--- config.mk ---
export PLATFORM = sky130hd
export DESIGN_NAME = sram_req_arbiter
export DESIGN_NICKNAME = d
export VERILOG_FILES = /design/src/rtl/sram_req_arbiter.sv
export SDC_FILE = /design/constraint.sdc
export NUM_CORES = 1
export LEC_CHECK = 0
export BUFFER_PORTS_ARGS = -buffer_cell sky130_fd_sc_hd__buf_2
export CORE_AREA = 5 5 122 124
export CTS_BUF_LIST = sky130_fd_sc_hd__clkbuf_4 sky130_fd_sc_hd__clkbuf_8
export CTS_CLUSTER_DIAMETER = 100
export CTS_CLUSTER_SIZE = 8
export DETAILED_ROUTE_END_ITERATION = 7
export DIE_AREA = 0 0 127 129
export SLEW_MARGIN = 20
export SYNTH_ARGS = -nofsm -noshare
export SYNTH_HDL_FRONTEND = slang
export SYNTH_SLANG_ARGS = --single-unit
--- constraint.sdc ---
create_clock -name clk -period 2.3 [get_ports clk]
set_input_delay 0.23 -clock clk [delete_from_list [all_inputs] [get_ports clk]]
set_output_delay 0.23 -clock clk [all_outputs]
set_load 0.05 [all_outputs]
--- src/rtl/sram_req_arbiter.sv ---
// sram_req_arbiter
//   Shares one sram-like memory port between the IF-stage instruction
//   requester (inst_*) and the MEM-stage data requester (data_*).
//   One address handshake is granted per cycle. The owner of each accepted
//   request is recorded in an in-order tag FIFO. Each mem_data_ok is steered
//   to the owner of the oldest outstanding transaction.
//
// Ports
//   clk, reset          clock, asynchronous active-high reset
//   inst_* / data_*     requester side: req/wr/size/addr/wstrb/wdata in;
//                       addr_ok, data_ok, rdata out
//   mem_*               memory side: req/wr/size/addr/wstrb/wdata out;
//                       addr_ok, data_ok, rdata in
//   outstd_cnt          number of accepted but not yet returned transactions
//   order_err           sticky flag: mem_data_ok arrived with nothing outstanding
module sram_req_arbiter #(
  parameter int OUTSTD_DEPTH = 4,
  parameter int PTR_W        = 2,
  parameter int STARVE_LIM   = 8
) (
  input  logic             clk,
  input  logic             reset,
  input  logic             inst_req,
  input  logic             inst_wr,
  input  logic [1:0]       inst_size,
  input  logic [31:0]      inst_addr,
  input  logic [3:0]       inst_wstrb,
  input  logic [31:0]      inst_wdata,
  output logic             inst_addr_ok,
  output logic             inst_data_ok,
  output logic [31:0]      inst_rdata,
  input  logic             data_req,
  input  logic             data_wr,
  input  logic [1:0]       data_size,
  input  logic [31:0]      data_addr,
  input  logic [3:0]       data_wstrb,
  input  logic [31:0]      data_wdata,
  output logic             data_addr_ok,
  output logic             data_data_ok,
  output logic [31:0]      data_rdata,
  output logic             mem_req,
  output logic             mem_wr,
  output logic [1:0]       mem_size,
  output logic [31:0]      mem_addr,
  output logic [3:0]       mem_wstrb,
  output logic [31:0]      mem_wdata,
  input  logic             mem_addr_ok,
  input  logic             mem_data_ok,
  input  logic [31:0]      mem_rdata,
  output logic [PTR_W:0]   outstd_cnt,
  output logic             order_err
);

  localparam int SC_W = $clog2(STARVE_LIM + 1);

  logic [OUTSTD_DEPTH-1:0] tag_q;   // 0 = inst, 1 = data
  logic [PTR_W-1:0]        rd_ptr;
  logic [PTR_W-1:0]        wr_ptr;
  logic [SC_W-1:0]         starve_cnt;

  logic full, empty, starved, sel_inst, sel_data, accept, pop, head;

  assign full     = (outstd_cnt == (PTR_W+1)'(OUTSTD_DEPTH));
  assign empty    = (outstd_cnt == '0);
  assign starved  = (starve_cnt >= SC_W'(STARVE_LIM));

  // Data normally has priority; a starved inst request overrides it.
  assign sel_inst = inst_req & (~data_req | starved);
  assign sel_data = data_req & ~sel_inst;

  // Full blocks the request outright, even if a pop frees a slot this
  // cycle: no pop-to-push bypass path. Outputs are forced low during reset.
  assign mem_req  = ~reset & (inst_req | data_req) & ~full;
  assign accept   = mem_req & mem_addr_ok;
  assign pop      = ~reset & mem_data_ok & ~empty;
  assign head     = tag_q[rd_ptr];

  assign inst_addr_ok = accept & sel_inst;
  assign data_addr_ok = accept & sel_data;
  assign inst_data_ok = pop & ~head;
  assign data_data_ok = pop & head;
  assign inst_rdata   = mem_rdata;
  assign data_rdata   = mem_rdata;

  assign mem_wr    = sel_inst ? inst_wr    : data_wr;
  assign mem_size  = sel_inst ? inst_size  : data_size;
  assign mem_addr  = sel_inst ? inst_addr  : data_addr;
  assign mem_wstrb = sel_inst ? inst_wstrb : data_wstrb;
  assign mem_wdata = sel_inst ? inst_wdata : data_wdata;

  always_ff @(posedge clk or posedge reset) begin
    if (reset) begin
      tag_q      <= '0;
      rd_ptr     <= '0;
      wr_ptr     <= '0;
      outstd_cnt <= '0;
      starve_cnt <= '0;
      order_err  <= 1'b0;
    end else begin
      if (accept) begin
        tag_q[wr_ptr] <= sel_data;
        wr_ptr        <= wr_ptr + 1'b1;  // wraps naturally, depth is a power of two
      end
      if (pop)
        rd_ptr <= rd_ptr + 1'b1;

      case ({accept, pop})
        2'b10:   outstd_cnt <= outstd_cnt + 1'b1;
        2'b01:   outstd_cnt <= outstd_cnt - 1'b1;
        default: outstd_cnt <= outstd_cnt;
      endcase

      // A return with nothing outstanding is dropped and latched as an error.
      if (mem_data_ok && empty)
        order_err <= 1'b1;

      // Count waiting cycles of inst; saturate so inst keeps winning until served.
      if (inst_req && !inst_addr_ok) begin
        if (!starved)
          starve_cnt <= starve_cnt + 1'b1;
      end else begin
        starve_cnt <= '0;
      end
    end
  end

endmodule

==> flow_metrics.py, run 1 <==
metrics = {
    "status": {
        "run_status": "complete, no violations",
    },
    "sta": {
        "setup_repair_after_global_routing_missed_its_margin": "no",
        "final_hold_slack_ns": 0.0212,
        "final_hold_viols": 0,
        "max_freq_ghz": 0.468,
        "worst_max_slew_margin_expressed_relative_to_the_limit": 0.682,
        "finalSetupViolations": 0,
        "finalClockSkew_ns": 0.00490,
        "setup-tns-final_ns": 0,
        "finalCritPeriodShare": 0.928,
        "fin_ws_ns": 0.165,
        "timing.final.max_slew_violations": 0,
        "final_period_minus_worst_setup_slack_ns": 2.14,
        "worst-slew-pin-transition_ns": 0.472,
    },
    "clock_tree": {
        "htreeDepth": 1,
        "cts.path.max_buffers": 2,
        "holdBufCountCts": 0,
        "clock_tree.root_cell": "sky130_fd_sc_hd__clkbuf_8",
        "worst_skew_pair.late_latency_ns": 0.25,
        "clkSinkCount": 16,
        "worst_setup_hold_path_clk_slew_ns": 0.06,
        "cts_tree": "yes",
        "cts_made_buffers": 3,
    },
    "detailed_routing": {
        "dr.pass1.iters": 4,
        "total_length_of_routed_wires_mm": 9.96,
        "drtIter0Drc": 31,
        "drt-vias-per-instance": 3.93,
        "detail_route.drc_violations": 0,
        "antenna_violating_nets_post_route": 0,
        "routed_wire_length_per_instance_um": 17.7,
        "via_count": 2206,
    },
    "critical_path": {
        "crit_path_cell_trace": "nor2b_1 -> nand2b_4 -> buf_12 -> mux2_2 -> buf_2",
        "timing.critical_path.arrival_ns": 1.91,
        "critical_path_peak_fanout": 32,
        "r2r.worst_path.cells": 8,
        "crit_path_class": "flip-flop to output port",
        "worst-endpoint-required_ns": 2.07,
        "cp-end-kind": "output port",
        "r2r_slack_ns": 0.18,
        "max_stage_delay_on_crit_path_ns": 0.43,
        "critical_path.n_buffers_inverters": 2,
        "cp_launch_point": "starve_cnt[3]$_DFFE_PP0P_",
        "timing.critical_path.slowest_stage_cell": "sky130_fd_sc_hd__dfrtp_1",
        "crit-reg2reg-capture": "outstd_cnt[2]$_DFFE_PP0P_",
        "rr_startpoint": "outstd_cnt[1]$_DFFE_PP0P_",
        "critPathLaunchType": "flip-flop",
        "crit_family": "buffers and inverters",
    },
    "run": {
        "max-cap-violations": 0,
    },
    "floorplan": {
        "core_area_um2": 13700,
        "die-height_um": 129,
        "design.die.area_um2": 16400,
        "io-pin-count": 324,
        "placementRows": 43,
        "chipWidth_um": 127,
        "floorplan.initialDensity": 0.179,
    },
    "pwr": {
        "power_density_nw_per_um2": 605,
        "leak_nw": 1.96,
        "vdd.ir_drop.worst_mv": 0.585,
    },
    "yosys": {
        "cells_after_synth": 219,
        "yosysUniqueCellTypes": 32,
        "synth_nets": 407,
        "syn_area_per_cell_um2": 11.2,
        "synth_seq_area_share": 0.164,
        "syn-cell-area_um2": 2450,
        "synth_warn": 0,
        "yosys_register_bits": 16,
    },
    "grt": {
        "grt_antenna_before_repair": 0,
        "grt_first_pass_wirelength_mm": 13.5,
        "grt_util_all_layers": 0.105,
        "via_count_of_the_first_global_routing_pass": 2385,
        "maximum_number_of_pins_on_one_net_before_global_route_repair": 44,
        "global_route.overflow_total": 0,
    },
    "place": {
        "final_replace_weighted_congestion": 0.911,
        "dp_hpwl_mm": 8.62,
        "placed_cell_area_um2": 3410,
        "dpl_worst_slack_ns": 0.124,
        "io_buffer_count": 227,
    },
    "finish": {
        "post_route_cells_drive_above_1_share": 0.843,
        "commonest_cells_after_routing_fill_and_taps_aside": "sky130_fd_sc_hd__buf_2, sky130_fd_sc_hd__mux2_4, sky130_fd_sc_hd__mux2_2, sky130_fd_sc_hd__dfrtp_1",
        "layout.cell_area.non_filler_um2": 3500,
        "layout.cells.most_common": "sky130_fd_sc_hd__buf_2",
        "design.final.nets": 571,
        "utilization": 0.256,
        "syn2layout_area_growth_pct": 42.9,
        "antennaDiodeCount": 0,
    },
    "min_path": {
        "min-delay-path-class": "input pin to async pin",
    },
}
## how the worst max path moves through the flow
stage | end | slack (ns) | cells past startpoint
6_report | mem_wdata[17] | 0.16 | 5
3_5_place_dp | outstd_cnt[2]$_DFFE_PP0P_ | 0.12 | 8
4_1_cts | outstd_cnt[2]$_DFFE_PP0P_ | 0.09 | 8
2_1_floorplan | outstd_cnt[2]$_DFFE_PP0P_ | 0.06 | 9
3_3_place_gp | outstd_cnt[2]$_DFFE_PP0P_ | 0.19 | 8
5_1_grt | mem_wdata[20] | 0.04 | 5
## timing repair
action                                  4_1_cts  5_1_grt
hold endpoints to repair                      0        0
endpoints found under the setup margin        0        6
gates resized for setup                       0        3
buffers inserted                              0        0
## power by group
part / total (mW) / internal [mW] / switching, mW
registers: 0.494 / 0.394 / 0.100
logic: 1.39 / 0.537 / 0.857
clock network: 0.228 / 0.135 / 0.0935
total: 2.12 / 1.07 / 1.05
## logic make-up after synthesis
logic type | synth area share
AOI/OAI and AO/OA | 0.0291
xor gates and xnor gates | 0.0286
adders and majority gates | 0.0440
buffers and inverters | 0.242
DFF | 0.164
muxes | 0.434
and+or+nand+nor | 0.0583
## metal layers
layer	part of all wire	GRT usage	vias up
met5	0	0	-
met4	0.0038	0.0114	0
met3	0.16	0.0731	3
met2	0.45	0.166	179
met1	0.38	0.122	1010
li1	-	-	1014
## synth_stat cells
cell type | instances | area (µm²)
sky130_fd_sc_hd__a21boi_0 | 1 | 7.51
sky130_fd_sc_hd__a21o_1 | 1 | 7.51
sky130_fd_sc_hd__and2_1 | 2 | 12.5
sky130_fd_sc_hd__and3_1 | 1 | 6.26
sky130_fd_sc_hd__and4b_1 | 1 | 10.0
sky130_fd_sc_hd__buf_2 | 3 | 15.0
sky130_fd_sc_hd__buf_4 | 64 | 480
sky130_fd_sc_hd__buf_6 | 6 | 67.6
sky130_fd_sc_hd__dfrtp_1 | 16 | 400
sky130_fd_sc_hd__fa_1 | 1 | 20.0
sky130_fd_sc_hd__ha_1 | 7 | 87.6
sky130_fd_sc_hd__inv_1 | 8 | 30.0
sky130_fd_sc_hd__mux2_1 | 1 | 11.3
sky130_fd_sc_hd__mux2_2 | 30 | 338
sky130_fd_sc_hd__mux2_4 | 46 | 691
sky130_fd_sc_hd__mux4_2 | 1 | 22.5
sky130_fd_sc_hd__nand2_1 | 1 | 3.75
sky130_fd_sc_hd__nand2b_1 | 1 | 6.26
sky130_fd_sc_hd__nand2b_4 | 1 | 13.8
sky130_fd_sc_hd__nand3_4 | 1 | 17.5
sky130_fd_sc_hd__nand4_1 | 4 | 25.0
sky130_fd_sc_hd__nor2_1 | 2 | 7.51
sky130_fd_sc_hd__nor2b_1 | 3 | 18.8
sky130_fd_sc_hd__nor3_1 | 1 | 5.00
sky130_fd_sc_hd__nor3b_1 | 1 | 7.51
sky130_fd_sc_hd__o211a_1 | 3 | 30.0
sky130_fd_sc_hd__o21ai_0 | 1 | 5.00
sky130_fd_sc_hd__o21ba_2 | 1 | 10.0
sky130_fd_sc_hd__o221a_2 | 1 | 11.3
sky130_fd_sc_hd__or3b_1 | 1 | 8.76
sky130_fd_sc_hd__xnor2_1 | 4 | 35.0
sky130_fd_sc_hd__xor2_1 | 4 | 35.0
## metrics by stage
stage | instances | power, mW
6_report | 562 | 2.12
4_1_cts | 561 | 2.12
5_1_grt | 562 | 2.25
3_5_place_dp | 557 | 1.88
3_3_place_gp | 557 | 1.85
2_1_floorplan | 219 | 1.77
## flip-flops by register name (all words and copies together), names as in the netlist
signal and cells:
wr_ptr 2, starve_cnt 4, tag_q 4, order_err 1, rd_ptr 2, outstd_cnt 3
## area by class of cell
| class | count | area (µm²) |
|---|---|---|
| clock buffers | 4 | 48.8 |
| fillers | 1481 | 10200 |
| inverters | 8 | 30.0 |
| multi-input cells | 122 | 1460 |
| flip-flops and latches | 16 | 404 |
| well taps | 180 | 225 |
| repair buffers | 232 | 1330 |
## worst register-to-register path, cell delays in order, from the launching register on
cell and delay, ns:
sky130_fd_sc_hd__dfrtp_2 0.44, sky130_fd_sc_hd__or3b_4 0.45, sky130_fd_sc_hd__nand3_4 0.10, sky130_fd_sc_hd__ha_1 0.18, sky130_fd_sc_hd__inv_1 0.06, sky130_fd_sc_hd__fa_1 0.37, sky130_fd_sc_hd__xor2_1 0.15, sky130_fd_sc_hd__nor2_1 0.11
sky130_fd_sc_hd__xor2_1 0.18
Power figures use the tool's default switching activity.
==> inputs of run 2 (changes only) <==
ABC_AREA = 1   (was unset)
CORE_AREA = 5 5 124 126   (was 5 5 122 124)
DIE_AREA = 0 0 129 131   (was 0 0 127 129)
HOLD_SLACK_MARGIN = 0.08   (was unset)
==> flow_metrics.py, run 2 <==
metrics = {
    "floorplan": {
        "chipWidth_um": 129,
        "core_area_um2": 14200,
        "placementRows": 44,
        "floorplan.initialDensity": 0.162,
        "io-pin-count": 324,
        "design.die.area_um2": 16900,
        "die-height_um": 131,
    },
    "sta": {
        "max_freq_ghz": 0.476,
        "worst-slew-pin-transition_ns": 0.460,
        "setup_repair_after_global_routing_missed_its_margin": "no",
        "final_hold_viols": 0,
        "worst_max_slew_margin_expressed_relative_to_the_limit": 0.693,
        "setup-tns-final_ns": 0,
        "final_period_minus_worst_setup_slack_ns": 2.10,
        "finalCritPeriodShare": 0.914,
        "finalClockSkew_ns": 0.00273,
        "finalSetupViolations": 0,
        "final_hold_slack_ns": 0.254,
        "timing.final.max_slew_violations": 0,
    },
    "critical_path": {
        "rr_startpoint": "outstd_cnt[1]$_DFFE_PP0P_",
        "timing.critical_path.arrival_ns": 2.23,
        "worst-endpoint-required_ns": 2.43,
        "crit_path_cell_trace": "dlygate4sd3_1 -> buf_2 -> inv_1 -> nand3_1 -> inv_1 -> ha_1 -> inv_1 -> fa_1 -> a21oi_1 -> o21ai_0 -> xor2_1",
        "cp-end-kind": "flip-flop",
        "crit-reg2reg-capture": "outstd_cnt[2]$_DFFE_PP0P_",
        "crit_top_cell": "sky130_fd_sc_hd__inv_1",
        "critical_path_peak_fanout": 5,
        "timing.critical_path.slowest_stage_cell": "sky130_fd_sc_hd__dlygate4sd3_1",
        "crit_family": "buffers and inverters",
        "critical_path.endpoint": "outstd_cnt[2]$_DFFE_PP0P_",
        "cp_num_cells": 11,
        "crit_path_class": "input pin to flip-flop",
        "cp_launch_point": "reset",
        "max_stage_delay_on_crit_path_ns": 0.53,
        "r2r_slack_ns": 0.27,
        "r2r.worst_path.cells": 9,
        "critPathLaunchType": "input pin",
        "critical_path.n_buffers_inverters": 5,
    },
    "grt": {
        "global_route.overflow_total": 0,
        "grt_util_all_layers": 0.0821,
        "via_count_of_the_first_global_routing_pass": 2318,
        "grt_first_pass_wirelength_mm": 11.4,
        "grt_antenna_before_repair": 0,
        "maximum_number_of_pins_on_one_net_before_global_route_repair": 48,
    },
    "finish": {
        "design.final.nets": 741,
        "stdcell_count": 736,
        "layout_top_registers": "starve_cnt x4, tag_q x4, outstd_cnt x3",
        "antennaDiodeCount": 0,
        "register_area_um2": 400,
        "commonest_cells_after_routing_fill_and_taps_aside": "sky130_fd_sc_hd__nand2_1, sky130_fd_sc_hd__buf_2, sky130_fd_sc_hd__inv_1, sky130_fd_sc_hd__dfrtp_1, sky130_fd_sc_hd__nor2_1",
        "multiInputGateArea_um2": 1230,
        "post_route_cells_drive_above_1_share": 0.440,
        "layout.cells.most_common": "sky130_fd_sc_hd__nand2_1",
        "fillCellCount": 1623,
        "syn2layout_area_growth_pct": 37.7,
        "layout.cell_area.non_filler_um2": 3180,
    },
    "yosys": {
        "yosys.area_share.adder": 0.0466,
        "synth-compound-area-share": 0.0396,
        "post_synth_mux_area_share": 0.00434,
        "yosysTopAreaCellShare": 0.374,
        "post_synth_and_or_nand_nor_area_fraction": 0.418,
        "yosysUniqueCellTypes": 25,
        "synth-main-ff-cell": "sky130_fd_sc_hd__dfrtp_1",
        "synth_nets": 582,
        "syn_area_per_cell_um2": 5.86,
        "synth_top_family_by_area": "simple AND/OR/NAND/NOR gates",
        "synth_common_cells": "sky130_fd_sc_hd__nand2_1, sky130_fd_sc_hd__buf_4, sky130_fd_sc_hd__inv_1",
        "yosys.area_share.xor_xnor": 0.0228,
        "synth_warn": 0,
        "synth_seq_area_share": 0.174,
        "yosys_register_bits": 16,
        "yosys.cell_count.top_type": "sky130_fd_sc_hd__nand2_1",
        "post-synth-top-area-cell": "sky130_fd_sc_hd__nand2_1",
        "syn-cell-area_um2": 2310,
        "synth_area_leaders": "sky130_fd_sc_hd__nand2_1, sky130_fd_sc_hd__buf_4, sky130_fd_sc_hd__dfrtp_1, sky130_fd_sc_hd__buf_6, sky130_fd_sc_hd__ha_1",
        "async_s_r_ff_share_synth": 1.00,
        "edff_count_synth": 0,
        "cells_after_synth": 394,
    },
    "place": {
        "dp_hpwl_mm": 7.19,
        "place_inst": 731,
        "final_replace_weighted_congestion": 0.774,
        "io_buffer_count": 227,
        "placed_cell_area_um2": 3110,
    },
    "status": {
        "run_status": "complete, no violations",
    },
    "pwr": {
        "power_density_nw_per_um2": 652,
        "leak_nw": 2.06,
        "vdd.ir_drop.worst_mv": 0.427,
    },
    "min_path": {
        "min-delay-path-class": "input pin to flip-flop",
        "hold_path_depth": 2,
    },
    "detailed_routing": {
        "antenna_violating_nets_post_route": 0,
        "detail_route.drc_violations": 0,
        "total_length_of_routed_wires_mm": 8.44,
        "via_count": 2721,
        "routed_wire_length_per_instance_um": 11.5,
        "drt-vias-per-instance": 3.70,
        "dr.pass1.iters": 4,
        "drtIter0Drc": 102,
    },
    "clock_tree": {
        "post_cts_buffers": 0,
        "cts_tree": "yes",
        "clock_tree.root_cell": "sky130_fd_sc_hd__clkbuf_8",
        "cts.path.max_buffers": 2,
        "htreeDepth": 1,
        "clkSinkCount": 16,
        "worst_setup_hold_path_clk_slew_ns": 0.06,
        "cts_made_buffers": 3,
        "worst_skew_pair.late_latency_ns": 0.25,
    },
    "run": {
        "max-cap-violations": 0,
    },
}
run 2: worst min-delay path by stage:
stage                start                    end  slack [ns]
3_5_place_dp         reset  rd_ptr[0]$_DFFE_PP0P_        0.31
6_report       mem_data_ok  order_err$_DFFE_PP0P_        0.25
3_3_place_gp         reset  rd_ptr[0]$_DFFE_PP0P_        0.31
4_1_cts        mem_data_ok  order_err$_DFFE_PP0P_        0.25
2_1_floorplan        reset  order_err$_DFFE_PP0P_        0.15
5_1_grt        mem_data_ok  order_err$_DFFE_PP0P_        0.25
run 2: power breakdown:
group,switching (mW),internal [mW]
sequential,0.0781,0.386
clock,0.0953,0.152
combinational,0.977,0.384
run 2: area by class of cell:
class                           instances  area share
Inverter                               20      0.0236
Timing Repair Buffer                  233       0.372
Clock buffer                            4      0.0173
Multi-Input combinational cell        279       0.388
Tap cell                              184      0.0724
Sequential cell                        16       0.126
run 2: cell families after synthesis:
logic type,after synthesis
DFF,16
muxes,1
AOI/OAI and AO/OA,16
adders and majority gates,8
buffers and inverters,99
xor gates and xnor gates,6
and+or+nand+nor,248
run 2: what timing repair did:
item / 4_1_cts / 5_1_grt
endpoints found under the setup margin: 0 / 0
gates resized for setup: 0 / 0
hold buffers: 1 / 0
endpoints found under the hold margin: 16 / 0
run 2: layer usage:
metal  GRT usage  part of all wire
met1       0.108              0.40
met4      0.0241             0.021
met5           0                 0
met2       0.126              0.45
met3      0.0297              0.13
run 2: stage by stage:
| step | power [mW] | util | setup WS [ns] |
|---|---|---|---|
| floorplan | 1.74 | - | 0.144 |
| global placement | 1.83 | 0.219 | 0.267 |
| detailed placement | 1.84 | 0.219 | 0.285 |
| CTS | 2.10 | 0.224 | 0.201 |
| global route | 2.24 | 0.224 | 0.0271 |
| finish | 2.07 | 0.224 | 0.198 |
run 2: worst reg2reg max path: cells and delay by family (launching register included):
kind            cells  cell delay [ns]
fa+ha+maj           2             0.53
simple gates        3             0.51
flops               1             0.40
compound gates      2             0.26
xor+xnor            1             0.15
buf+inv             1             0.06
==> inputs of run 3 (changes only) <==
==> constraint.sdc (replaced) <==
create_clock -name clk -period 2.3 [get_ports clk]
set_input_delay 0.115 -clock clk [delete_from_list [all_inputs] [get_ports clk]]
set_output_delay 0.115 -clock clk [all_outputs]
set_load 0.05 [all_outputs]
==> flow_metrics.py, run 3 (synthesized netlist as in run 2, its figures left out) <==
metrics = {
    "min_path": {
        "min-delay-path-class": "input pin to flip-flop",
        "holdCritStartpoint": "mem_data_ok",
    },
    "critical_path": {
        "cp-end-kind": "flip-flop",
        "rr_startpoint": "outstd_cnt[1]$_DFFE_PP0P_",
        "cp_launch_point": "outstd_cnt[1]$_DFFE_PP0P_",
        "timing.critical_path.arrival_ns": 2.17,
        "worst-endpoint-required_ns": 2.42,
        "critPathLaunchType": "flip-flop",
        "crit_path_class": "flip-flop to flip-flop",
        "critical_path_peak_fanout": 9,
    },
    "sta": {
        "setup_repair_after_global_routing_missed_its_margin": "no",
        "worst_max_slew_margin_expressed_relative_to_the_limit": 0.675,
        "finalCritPeriodShare": 0.892,
        "timing.final.max_slew_violations": 0,
        "finalSetupViolations": 0,
        "final_period_minus_worst_setup_slack_ns": 2.05,
        "final_hold_viols": 0,
        "fin_ws_ns": 0.247,
        "finalClockSkew_ns": 0.00225,
        "setup-tns-final_ns": 0,
        "worst-slew-pin-transition_ns": 0.487,
        "max_freq_ghz": 0.487,
    },
    "finish": {
        "design.final.nets": 741,
        "layout_top_registers": "starve_cnt x4, tag_q x4, outstd_cnt x3",
        "commonest_cells_after_routing_fill_and_taps_aside": "sky130_fd_sc_hd__nand2_1, sky130_fd_sc_hd__buf_2, sky130_fd_sc_hd__inv_1, sky130_fd_sc_hd__dfrtp_1, sky130_fd_sc_hd__nor2_1",
        "stdcell_count": 735,
        "post_route_cells_drive_above_1_share": 0.439,
        "layout.cell_area.non_filler_um2": 3160,
        "antennaDiodeCount": 0,
        "syn2layout_area_growth_pct": 37.1,
        "layout.cells.most_common": "sky130_fd_sc_hd__nand2_1",
        "utilization": 0.223,
    },
    "status": {
        "run_status": "complete, no violations",
    },
    "detailed_routing": {
        "drtIter0Drc": 136,
        "dr.pass1.iters": 4,
        "antenna_violating_nets_post_route": 0,
        "drt-vias-per-instance": 3.70,
        "detail_route.drc_violations": 0,
        "routed_wire_length_per_instance_um": 11.4,
        "total_length_of_routed_wires_mm": 8.39,
        "via_count": 2717,
    },
    "grt": {
        "global_route.overflow_total": 0,
        "grt_antenna_before_repair": 0,
        "via_count_of_the_first_global_routing_pass": 2306,
        "grt_util_all_layers": 0.0824,
        "maximum_number_of_pins_on_one_net_before_global_route_repair": 50,
        "grt_first_pass_wirelength_mm": 11.6,
    },
    "pwr": {
        "power_density_nw_per_um2": 637,
        "vdd.ir_drop.worst_mv": 0.559,
        "leak_nw": 2.05,
    },
    "floorplan": {
        "chipWidth_um": 129,
        "design.die.area_um2": 16900,
        "die-height_um": 131,
        "io-pin-count": 324,
        "placementRows": 44,
        "floorplan.initialDensity": 0.162,
        "core_area_um2": 14200,
    },
    "place": {
        "io_buffer_count": 227,
        "place_inst": 731,
        "dp_hpwl_mm": 7.07,
        "placed_cell_area_um2": 3110,
        "dpl_worst_slack_ns": 0.236,
        "final_replace_weighted_congestion": 0.757,
    },
    "clock_tree": {
        "worst_setup_hold_path_clk_slew_ns": 0.06,
        "clkSinkCount": 16,
        "cts_made_buffers": 3,
        "cts.path.max_buffers": 2,
        "worst_skew_pair.late_latency_ns": 0.24,
        "clock_tree.root_cell": "sky130_fd_sc_hd__clkbuf_8",
        "post_cts_buffers": 0,
        "htreeDepth": 1,
        "cts_tree": "yes",
    },
    "run": {
        "max-cap-violations": 0,
    },
}
-- run 3: critical path: stages, from the launching register on --
cell,delay [ns]
sky130_fd_sc_hd__dfrtp_1,0.40
sky130_fd_sc_hd__nor2_1,0.20
sky130_fd_sc_hd__nand2_1,0.15
sky130_fd_sc_hd__nand3_4,0.17
sky130_fd_sc_hd__ha_1,0.16
sky130_fd_sc_hd__inv_1,0.06
sky130_fd_sc_hd__fa_1,0.38
sky130_fd_sc_hd__a21oi_1,0.14
sky130_fd_sc_hd__o21ai_0,0.11
sky130_fd_sc_hd__xor2_1,0.15
-- run 3: what timing repair did --
action / 4_1_cts / 5_1_grt
hold buffers: 1 / 0
setup endpoints to repair: 0 / 0
gates resized for setup: 0 / 0
hold endpoints to repair: 16 / 0
-- run 3: final cells by class --
type	count	area, µm²
Inverter	20	75.1
Clock buffer	3	41.3
Multi-Input combinational cell	279	1230
Sequential cell	16	400
Timing Repair Buffer	233	1180
Fill cell	1607	11000
Tap cell	184	230
-- run 3: worst paths after layout --
| path | to | slack, ns | cells past startpoint |
|---|---|---|---|
| max reg2reg | outstd_cnt[2]$_DFFE_PP0P_ | 0.25 | 9 |
| min | order_err$_DFFE_PP0P_ | 0.14 | 2 |
| min reg2reg | order_err$_DFFE_PP0P_ | 0.50 | 1 |
| max in group asynchronous | tag_q[1]$_DFFE_PP0P_ | 1.65 | 4 |
| max | outstd_cnt[2]$_DFFE_PP0P_ | 0.25 | 9 |
| min in group asynchronous | rd_ptr[0]$_DFFE_PP0P_ | 0.47 | 4 |
-- run 3: metrics by stage --
step           hold slack (ns)  power (mW)
4_1_cts                  0.135        2.04
3_3_place_gp             0.191        1.82
3_5_place_dp             0.192        1.82
5_1_grt                  0.136        2.19
6_report                 0.142        2.02
2_1_floorplan           0.0371        1.74
-- run 3: routing by layer --
| metal | routed length (µm) | vias up | part of all wire | track usage |
|---|---|---|---|---|
| met5 | 0 | - | 0 | 0 |
| met4 | 160 | 0 | 0.019 | 0.0198 |
| li1 | - | 1427 | - | - |
| met1 | 3530 | 1108 | 0.42 | 0.113 |
| met2 | 3700 | 163 | 0.44 | 0.123 |
| met3 | 1000 | 19 | 0.12 | 0.0305 |
-- run 3: power breakdown --
group	switching, mW	internal (mW)
logic	0.970	0.380
registers	0.0774	0.386
clock network	0.0883	0.116
